File: src/rtl/crc_byte_feeder.sv
// crc_byte_feeder: splits a mode-sized word MSB-first into strobed bytes for the CRC stage
module crc_byte_feeder #(
  parameter int STB_CYCLES = 2,
  parameter int GAP_CYCLES = 2
) (
  input  logic        clk,
  input  logic        rst,
  input  logic [29:0] word_in,
  input  logic        word_valid,
  output logic        word_ready,
  input  logic        dec_or_en,
  input  logic [1:0]  select_kind,
  output logic [7:0]  byte_out,
  output logic        byte_stb,
  output logic        mode_dec_or_en,
  output logic [1:0]  mode_kind,
  output logic        busy,
  output logic        frame_done,
  output logic        err_kind
);
  typedef enum logic [1:0] {IDLE, STB, GAP, DONE} state_t;
  localparam logic [3:0] STB_LAST = 4'(STB_CYCLES - 1);
  localparam logic [3:0] GAP_LAST = 4'(GAP_CYCLES - 1);
  state_t      state;
  logic [31:0] sh;
  logic [3:0]  cnt;
  logic [1:0]  left;
  logic [4:0]  n;
  logic [1:0]  nb_m1;
  logic [31:0] aligned;
  logic        accept;
  logic        legal;
  always_comb begin
    n = dec_or_en ? (select_kind == 2'd0 ? 5'd12 : select_kind == 2'd1 ? 5'd24 : 5'd30)
                  : (select_kind == 2'd0 ? 5'd8  : select_kind == 2'd1 ? 5'd16 : 5'd20);
    nb_m1 = 2'((n - 5'd1) >> 3);
    // Upper junk bits shift out past bit 31, leaving the word left-aligned with zero pad.
    aligned = {2'b0, word_in} << (6'd32 - {1'b0, n});
    legal = select_kind != 2'd2;
    accept = state == IDLE && word_valid;
  end
  assign word_ready = state == IDLE;
  assign busy       = state != IDLE;
  assign byte_stb   = state == STB;
  assign frame_done = state == DONE;
  always_ff @(posedge clk or negedge rst) begin
    if (!rst) begin
      state          <= IDLE;
      sh             <= '0;
      cnt            <= '0;
      left           <= '0;
      byte_out       <= '0;
      mode_dec_or_en <= 1'b0;
      mode_kind      <= '0;
      err_kind       <= 1'b0;
    end else begin
      err_kind <= accept && !legal;
      case (state)
        IDLE: if (accept && legal) begin
          sh             <= aligned;
          byte_out       <= aligned[31:24];
          left           <= nb_m1;
          mode_dec_or_en <= dec_or_en;
          mode_kind      <= select_kind;
          cnt            <= '0;
          state          <= STB;
        end
        STB: if (cnt == STB_LAST) begin
          cnt <= '0;
          if (left == 2'd0) state <= DONE;
          else if (GAP_CYCLES == 0) begin
            sh       <= sh << 8;
            byte_out <= sh[23:16];
            left     <= left - 2'd1;
          end else state <= GAP;
        end else cnt <= cnt + 4'd1;
        GAP: if (cnt == GAP_LAST) begin
          cnt      <= '0;
          sh       <= sh << 8;
          byte_out <= sh[23:16];
          left     <= left - 2'd1;
          state    <= STB;
        end else cnt <= cnt + 4'd1;
        DONE: state <= IDLE;
      endcase
    end
  end
endmodule

File: config.mk
export PLATFORM = sky130hd
export DESIGN_NAME = crc_byte_feeder
export DESIGN_NICKNAME = d
export VERILOG_FILES = /design/src/rtl/crc_byte_feeder.sv
export SDC_FILE = /design/constraint.sdc
export NUM_CORES = 1
export LEC_CHECK = 0
export ABC_AREA = 0
export BUFFER_PORTS_ARGS = -buffer_cell sky130_fd_sc_hd__buf_2
export CORE_ASPECT_RATIO = 1.75
export CORE_MARGIN = 2
export CORE_UTILIZATION = 35
export CTS_BUF_LIST = sky130_fd_sc_hd__clkbuf_8 sky130_fd_sc_hd__clkbuf_16
export DETAILED_ROUTE_END_ITERATION = 8
export SLEW_MARGIN = 20
export SYNTH_ARGS = -nofsm -noshare
export SYNTH_HDL_FRONTEND = slang
export SYNTH_SLANG_ARGS = --single-unit
File: constraint.sdc
create_clock -name clk -period 3 [get_ports clk]
set_clock_uncertainty 0.2 [all_clocks]
set_input_delay 0.45 -clock clk [delete_from_list [all_inputs] [get_ports clk]]
set_output_delay 0.45 -clock clk [all_outputs]
set_load 0.05 [all_outputs]
### Word level (Yosys, flattened, before mapping)

Index checks and enable logic that the tools add are counted.
Widths: inputs -> output; s select.

| operators by class | value |
|---|---|
| $add $sub $neg | 4 |
| equal/unequal tests | 9 |
| shift operators | 1 |
| muxes and demuxes | 22 |
| reductions and logical operators | 15 |

Operators by type and width:

| cell | count |
|---|---|
| $mux 24 | 2 |
| $pmux 24 s2 | 1 |
| $shl 30x6->32 | 1 |
| $mux 8 | 2 |
| $pmux 8 s2 | 1 |
| $mux 5 | 3 |
| $mux 2 | 5 |
| $mux 4 | 2 |
| $pmux 2 s4 | 1 |
| $pmux 4 s2 | 1 |
| $logic_not 2->1 | 3 |
| $mux 3 | 2 |
| $reduce_and 3->1 | 2 |
| $reduce_bool 2->1 | 3 |
| $sub 6x5->6 const A | 1 |
| $sub 5x1->5 const B | 1 |
| $add 4x1->4 const B | 1 |
| $eq 2x1->1 const B | 2 |
| $eq 2x2->1 const B | 2 |
| $eq 4x1->1 const B | 1 |
| $ne 2x1->1 const B | 2 |
| $ne 2x2->1 const B | 2 |
| $pmux 2 s2 | 1 |
| $reduce_and 2->1 | 2 |
| other kinds (5) | 7 |

| word-level totals | value |
|---|---|
| register bits after elaboration | 44 |
| input port bits | 36 |

### Longest topological paths before layout

Gate-level depths: netlist (run 1).

| depth | value |
|---|---|
| depth after elaboration | 8 |
| depth in mapped cells | 12 |
| gate-level depth less buffers | 7 |

### Least setup slack after synthesis (run 1)

Ideal clock, no wire load.

| timing | value |
|---|---|
| path type | input -> register |
| start point | input port dec_or_en |
| end point | register byte_out[3] |
| arrival time | 2.355 ns |
| required time | 2.665 ns |
| slack | 0.310 ns |
| cell stages on the path | 10 |
| buffers on the path | 5 |
| path through | buf_4 -> buf_4 -> buf_2 -> nor2_1 -> ha_1 -> clkbuf_1 -> clkbuf_1 -> nand2_1 -> a311oi_1 -> o32ai_1 |

| between the ends | value |
|---|---|
| word-level cells in the longest chain between the ends | 5 |

Ends and longest elaborated chain:

| item | RTL line | RTL |
|---|---|---|
| from (decl) | 11 | `input logic dec_or_en,` |
| $mux 5 | 34 | `n = dec_or_en ? (select_kind == 2'd0 ? 5'd12 : select_kind == 2'd1 ? 5'd24 : 5'd30)` |
| $sub 6x5->6 | 38 | `aligned = {2'b0, word_in} << (6'd32 - {1'b0, n});` |
| $shl 30x6->32 | 38 |  |
| $mux 8 | 59 | `IDLE: if (accept && legal) begin` |
| $pmux 8 s2 | 58 | `case (state)` |
| to (signal assigned) | 61 | `byte_out <= aligned[31:24];` |
| to (signal assigned) | 73 | `byte_out <= sh[23:16];` |
| to (signal assigned) | 80 | `byte_out <= sh[23:16];` |
| to (decl) | 13 | `output logic [7:0] byte_out,` |

Every way passes these cells. The select of a mux whose other input is x is not followed.
A chain may end at the register's enable or synchronous reset.

### Final worst setup path (run 1)

| timing | value |
|---|---|
| start point | register state[0] |
| end point | register byte_out[6] |

| between the ends | value |
|---|---|
| word-level cells in the longest chain between the ends | 5 |
| elaborated cells between the ends (all ways) | 9 |
| classes of those cells | eq/ne: 3; mux: 1; reduce/logical: 5 |

Ends and longest elaborated chain:

| item | RTL line | RTL |
|---|---|---|
| from (decl) | 24 | `state_t state;` |
| from (signal assigned) | 48 | `state <= IDLE;` |
| from (signal assigned) | 66 | `state <= STB;` |
| from (signal assigned) | 70 | `if (left == 2'd0) state <= DONE;` |
| $logic_not 2->1 | 40, 58 |  |
| $logic_and 1x1->1 | 40 | `accept = state == IDLE && word_valid;` |
| $logic_and 1x1->1 | 59 |  |
| $ne 2x1->1 (no line) | - |  |
| $reduce_and 3->1 (no line) | - |  |

Parallel ways exist; a longest one is shown, timed or not.

==> reports/qor.csv, run 1 <==
stage;metric;value;unit
run_status;status;complete, but fails checks;
run_status;failing checks;negative hold slack;
route;DRT Pass-1 Iters;4;
synth;count of cell types in the netlist;62;
power_and_ir_drop;VDD IR max;324.2;uV
global_route;GR Util All Layers;22.20;%
synth;top cell type's share of synthesized area;30.36;%
die;Initial Util;35.64;%
clock_tree;CTS root buf;clkbuf_16;
final_layout;area grow syn2layout;14.69;%
global_route;initial antenna violation count;0;
route;Total Wirelength;11910;um
synth;Post-Syn Area per Cell;8.978;um^2
synth;EDFF count, synth;0;
clock_tree;clk_lat worst skew;290;ps
timing;Final Max Tran Viols;0;
timing;setup TNS;0;ps
setup_path;CP startpoint kind;register;
synth;#FFs+latches synth;44;
global_route;largest net degree at the start of global routing;45;
setup_path;critical path fanouts, max;23;
clock_tree;CTS Buffer Depth;2;
clock_tree;Post-CTS Resized;0;
final_layout;fin nets;496;
final_layout;diodes inserted;0;
min_path;Hold WC Path Type;in -> async;
die;Die Wd;80.96;um
synth;synth top area cells;dfrtp_1 30%, mux2i_1 9.9%, o211ai_1 3.5%, nand2b_1 3.4%, o21ai_0 3.3%;
clock_tree;TritonCTS clock tree;done;
final_layout;fin cells;579;
timing;unrepaired setup endpoints after global routing;no;
synth;largest area contributor in the netlist;dfrtp_1;
synth;asr flop ratio synth;100.0;%
placed_design;HPWL after detailed placement;9398;um
global_route;vias in the first global route;3529;
clock_tree;clk sinks;44;
synth;mapped cell area;0.003627;mm^2
setup_path;WP data arrival;2470;ps
final_layout;layout cells sized above 1;22.79;%
synth;yosys warns;0;
placed_design;placed cells;571;
timing;worst slew pin tran;692.8;ps
placed_design;PortBufs;51;
placed_design;RePlAce Congestion;0.9256;
die;row count;49;
die;die area;0.01123;mm^2
global_route;Congestion Overflow GR;0;
synth;sequential area share after synthesis;30.36;%
setup_path;nature of the critical path endpoint;register;
route;via/cell ratio;5.983;
timing;Finish-stage setup viols;0;
setup_path;Crit Path Class;reg -> reg;
final_layout;commonest non-fill, non-tap cells in the layout;50 x buf_2, 44 x dfrtp_1, 36 x mux2i_1;
timing;period utilisation layout;84.51;%
die;boundary pin count;52;
power_and_ir_drop;Cell Pwr Density;832.6;mW/mm^2
clock_tree;CTS buffer count;5;
synth;Post-Syn Instances;404;
timing;crit path time final;2535;ps
die;Placeable Area;0.01018;mm^2
power_and_ir_drop;P_leak;0.001805;uW
route;DRT iter0 DRCs;262;
final_layout;most common cell after layout, fill and taps aside;buf_2;
flow_run;Max Cap Viol;0;
synth;Post-synth top flop;dfrtp_1;
timing;Hold Slack;-49.34;ps
die;die height;138.7;um
power_and_ir_drop;Design Power;3464;uW
timing;fmax;0.3944;GHz
synth;Syn Nets;449;
clock_tree;number of setup buffers added after CTS;0;
route;DRC Markers;0;
clock_tree;Clock H-tree levels;2;
route;Via Count;3464;
route;Post-DRT Antenna Nets;0;
setup_path;WP data required;2940;ps
clock_tree;CTS clk-pin slew, worst paths;60;ps
timing;relative slew slack;53.81;%
route;drt wl/cell;20.56;um
placed_design;DP Area;0.003994;mm^2
global_route;first-pass GRT wire length;19150;um
timing;Final Hold Viols;44;
clock_tree;Post-CTS Hold Fix Bufs;0;
final_layout;cell area after layout;0.004160;mm^2
==> logic make-up after synthesis <==
kind of cell,share of synthesized area [%]
adder cells (fa/ha/maj),3.105
AND/OR/NAND/NOR,18.70
AO/OA/AOI/OAI,28.15
flip-flops,30.36
buffers and inverters,7.037
XOR/XNOR,0.2415
multiplexers,12.42
==> final timing paths <==
check	start	end	slack, ps	cells past startpoint
setup / recovery	state[0]	byte_out[6]	460	8
hold / removal	rst	mode_kind[1]	-50	1
setup reg to reg	state[0]	byte_out[6]	460	8
hold reg to reg	mode_dec_or_en	mode_dec_or_en	280	2
max in group asynchronous	rst	byte_out[6]	2250	1
min in group clk	mode_dec_or_en	mode_dec_or_en	280	2
==> synthesized netlist by cell type (all sizes together), types with 6 or more instances <==
master  instances
a22o            7
dfrtp          44
mux2i          36
and3            9
o21ai          31
clkbuf          9
a221oi          7
nand3          10
inv            12
nand2b         21
ha              9
nor2b           9
o211ai         17
buf            22
a21oi          15
nand2          29
a22oi          11
a31oi           6
nor2           31
==> layer usage <==
layer,vias to the layer above,track usage [%],wire (um),part of all wire (%)
met5,-,0,0,0
met4,0,13.92,705,5.9
met1,1649,25.86,4527,38
met3,42,2.669,543,4.6
met2,153,37.45,6129,51
li1,1620,-,-,-
==> area by class of cell <==
class / instances / area (um^2)
clock inverter: 3 / 38.79
clock buffer: 5 / 125.1
tap: 127 / 158.9
timing repair buffer: 71 / 420.4
inverter: 12 / 45.04
fill: 1081 / 6017
multi-input combinational: 317 / 2271
sequential: 44 / 1101
==> metrics by stage <==
stage	setup WS (ps)	utilization, %
detailed placement	329.2	39.24
floorplan	309.6	-
global placement	392.2	39.24
global route	327.2	40.88
CTS	460.1	40.85
finish	464.7	40.88
==> power by group <==
part           internal (uW)  switching (uW)  leakage [uW]
Sequential               835             155      0.000539
Combinational            648            1200       0.00118
Clock                    389             235     0.0000850
==> state kept, by name, indices dropped and copies added, names as in the netlist <==
name,count
left,2
mode_dec_or_en,1
sh,24
byte_out,8
cnt,4
err_kind,1
state,2
mode_kind,2
==> critical path, cell delays in order, from the launching register on <==
cell	delay, ps
dfrtp_1	430
inv_1	100
ha_1	190
buf_4	290
a211oi_2	150
nand2_1	190
nor2_1	60
a221oi_1	570
a31oi_1	200
(Power assumes the default switching activity.)
==> inputs of run 2 (changes only) <==
Settings changed: ABC_AREA 0 to 1.
Clock period 3 ns to 2.36 ns, I/O delays scaled along.
==> reports/qor.csv, run 2 <==
stage;metric;value;unit;change
timing;worst slew pin tran;560.0;ps;was 692.8 ps
power_and_ir_drop;VDD IR max;423.9;uV;was 324.2 uV
synth;Post-Syn Area per Cell;6.451;um^2;was 8.978 um^2
synth;#FFs+latches synth;44;;unchanged
setup_path;Crit Path Class;reg -> reg;;unchanged
power_and_ir_drop;Cell Pwr Density;1161;mW/mm^2;was 832.6 mW/mm^2
placed_design;RePlAce Congestion;0.9105;;was 0.9256
run_status;status;completed;;was complete, but fails checks
synth;EDFF count, synth;0;;unchanged
route;DRT iter0 DRCs;245;;was 262
placed_design;PortBufs;51;;unchanged
final_layout;largest registers;sh (24), byte_out (8), cnt (4);;unchanged
setup_path;WP data required;2330;ps;was 2940 ps
synth;sequential area share after synthesis;30.26;%;was 30.36%
clock_tree;clk_lat worst skew;290;ps;about the same
synth;top cell type's share of synthesized area;30.26;%;was 30.36%
setup_path;CP delay by family, top;simple AND/OR/NAND/NOR gates;;was compound AO/OA/AOI/OAI gates
synth;Post-Syn Instances;564;;was 404
global_route;Congestion Overflow GR;0;;unchanged
die;Initial Util;35.75;%;was 35.64%
final_layout;diodes inserted;0;;unchanged
clock_tree;CTS Buffer Depth;2;;unchanged
timing;relative slew slack;62.67;%;was 53.81%
final_layout;commonest non-fill, non-tap cells in the layout;177 x nand2_1, 122 x nand3_1, 60 x inv_1;;was 50 x buf_2, 44 x dfrtp_1, 36 x mux2i_1
final_layout;# fillers;1131;;was 1,081
synth;asr flop ratio synth;100.0;%;unchanged
synth;mapped cell area;0.003638;mm^2;was 0.003627 mm^2
timing;fmax;0.4613;GHz;was 0.3944 GHz
timing;period utilisation layout;91.85;%;was 84.51%
timing;setup TNS;0;ps;unchanged
route;DRC Markers;0;;unchanged
clock_tree;Clock H-tree levels;2;;unchanged
placed_design;DP Area;0.004018;mm^2;was 0.003994 mm^2
timing;Finish-stage setup viols;0;;unchanged
die;die area;0.01126;mm^2;was 0.01123 mm^2
final_layout;most flop-heavy register;sh;;unchanged
setup_path;CP max stage cell;dfrtp_1;;was a221oi_1
final_layout;area occupied by multi-input gates;0.002074;mm^2;was 0.002271 mm^2
setup_path;CP peak stage delay;400;ps;was 570 ps
clock_tree;CTS buffer count;5;;unchanged
timing;Final Max Tran Viols;0;;unchanged
clock_tree;CTS root buf;clkbuf_16;;unchanged
global_route;first-pass GRT wire length;17010;um;was 19,150 um
setup_path;cell mode on critical path;inv_1;;
synth;Synth top cells by count;177 x nand2_1, 122 x nand3_1, 59 x inv_1;;was 44 x dfrtp_1, 36 x mux2i_1, 30 x nor2_1
power_and_ir_drop;Design Power;4879;uW;was 3464 uW
global_route;vias in the first global route;3501;;was 3,529
clock_tree;CTS clk-pin slew, worst paths;60;ps;about the same
timing;Final Hold Viols;0;;was 44
synth;Syn Nets;609;;was 449
die;row count;49;;unchanged
route;via/cell ratio;5.117;;was 5.983
clock_tree;TritonCTS clock tree;done;;unchanged
timing;unrepaired setup endpoints after global routing;no;;unchanged
clock_tree;clk sinks;44;;unchanged
final_layout;most common cell after layout, fill and taps aside;nand2_1;;was buf_2
final_layout;max FFs per register;24;;unchanged
final_layout;area grow syn2layout;15.47;%;was 14.69%
die;boundary pin count;52;;unchanged
setup_path;nature of the critical path endpoint;register;;unchanged
final_layout;fin nets;658;;was 496
synth;yosys warns;0;;unchanged
setup_path;reg-to-reg slack, setup;190;ps;was 460 ps
flow_run;Max Cap Viol;0;;unchanged
global_route;GR Util All Layers;19.13;%;was 22.20%
power_and_ir_drop;P_leak;0.002260;uW;was 0.001805 uW
final_layout;cell area after layout;0.004202;mm^2;was 0.004160 mm^2
die;Placeable Area;0.01018;mm^2;unchanged
min_path;Hold WC Path Type;in -> reg;;was in -> async
setup_path;CP cell instances;inv_1 > ha_1 > inv_1 > nand2_1 > nand3_4 > inv_4 > or2_2 > a21boi_1;;was inv_1 > ha_1 > buf_4 > a211oi_2 > nand2_1 > nor2_1 > a221oi_1 > a31oi_1
synth;largest area contributor in the netlist;dfrtp_1;;unchanged
synth;Post-synth top flop;dfrtp_1;;unchanged
timing;Hold Slack;64.97;ps;was -49.34 ps
synth;top-count cell post-synth;nand2_1;;was dfrtp_1
route;Total Wirelength;10300;um;was 11,910 um
synth;count of cell types in the netlist;31;;was 62
placed_design;HPWL after detailed placement;8151;um;was 9398 um
synth;synth top area cells;dfrtp_1 30%, nand2_1 18%, nand3_1 17%, inv_1 6.1%, ha_1 3.1%;;was dfrtp_1 30%, mux2i_1 9.9%, o211ai_1 3.5%, nand2b_1 3.4%, o21ai_0 3.3%
route;DRT Pass-1 Iters;5;;was 4
die;die height;138.9;um;was 138.7 um
global_route;largest net degree at the start of global routing;45;;unchanged
final_layout;layout cells sized above 1;17.59;%;was 22.79%
timing;crit path time final;2168;ps;was 2535 ps
route;drt wl/cell;13.90;um;was 20.56 um
setup_path;CP Buf/Inv Count;3;;was 2
setup_path;critical path fanouts, max;25;;was 23
global_route;initial antenna violation count;0;;unchanged
final_layout;register cell area after layout;0.001101;mm^2;unchanged
route;Post-DRT Antenna Nets;0;;unchanged
die;Die Wd;81.08;um;was 80.96 um
setup_path;CP startpoint kind;register;;unchanged
setup_path;WP data arrival;2140;ps;was 2470 ps
route;Via Count;3792;;was 3,464
## run 2: logic make-up (layout without fill, tap and decap cells)
group / Yosys count / in the layout / share of synthesized area [%]
xor+xnor: 3 / 3 / 0.7223
fa+ha+maj: 9 / 9 / 3.095
buf+inv: 101 / 150 / 12.96
flops: 44 / 44 / 30.26
simple gates: 331 / 332 / 41.06
compound gates: 76 / 76 / 11.90
## run 2: worst paths after layout
kind | start | to | cells past startpoint
worst max-delay path | state[0] | sh[18] | 8
worst min-delay path | select_kind[0] | err_kind | 2
worst max register to register | state[0] | sh[18] | 8
worst min register to register | mode_kind[1] | mode_kind[1] | 2
max in group asynchronous | rst | cnt[3] | 3
min in group asynchronous | rst | byte_out[1] | 3
## run 2: layout make-up
cell class                      instances  share of cell area, %
Clock inverter                          2                 0.2680
Timing Repair Buffer                   75                  11.02
Tap cell                              127                  3.782
Clock buffer                            6                  3.306
Inverter                               67                  6.045
Multi-Input combinational cell        420                  49.37
Sequential cell                        44                  26.21
## run 2: worst register-to-register path: stages (launching register included)
cell	delay (ps)
dfrtp_1	400
inv_1	90
ha_1	280
inv_1	200
nand2_1	120
nand3_4	200
inv_4	140
or2_2	300
a21boi_1	130
## run 2: power breakdown
part	leakage, uW	internal, uW	switching, uW
logic	0.00164	960	1900
registers	0.000544	1110	201
clock network	0.0000743	417	288
## run 2: repair_timing
action	4_1_cts	5_1_grt
hold endpoints to repair	44	0
endpoints found under the setup margin	0	5
hold buffers	1	0
setup buffers	0	2
resized for setup	0	2
## run 2: layer usage
layer | vias up | wire (um) | track usage [%]
li1 | 1917 | - | -
met5 | - | 0 | 0
met2 | 104 | 5538 | 34.06
met3 | 10 | 338 | 1.758
met4 | 0 | 240 | 6.601
met1 | 1761 | 4183 | 23.43
## run 2: per-stage QoR
| step | utilization [%] | setup WS, ps | cells |
|---|---|---|---|
| 3_5_place_dp | 39.48 | 135.0 | 729 |
| 5_1_grt | 41.28 | 38.23 | 741 |
| 3_3_place_gp | 39.48 | 164.5 | 729 |
| 4_1_cts | 41.05 | 127.0 | 738 |
| 2_1_floorplan | - | 15.83 | 564 |
| 6_report | 41.28 | 192.3 | 741 |
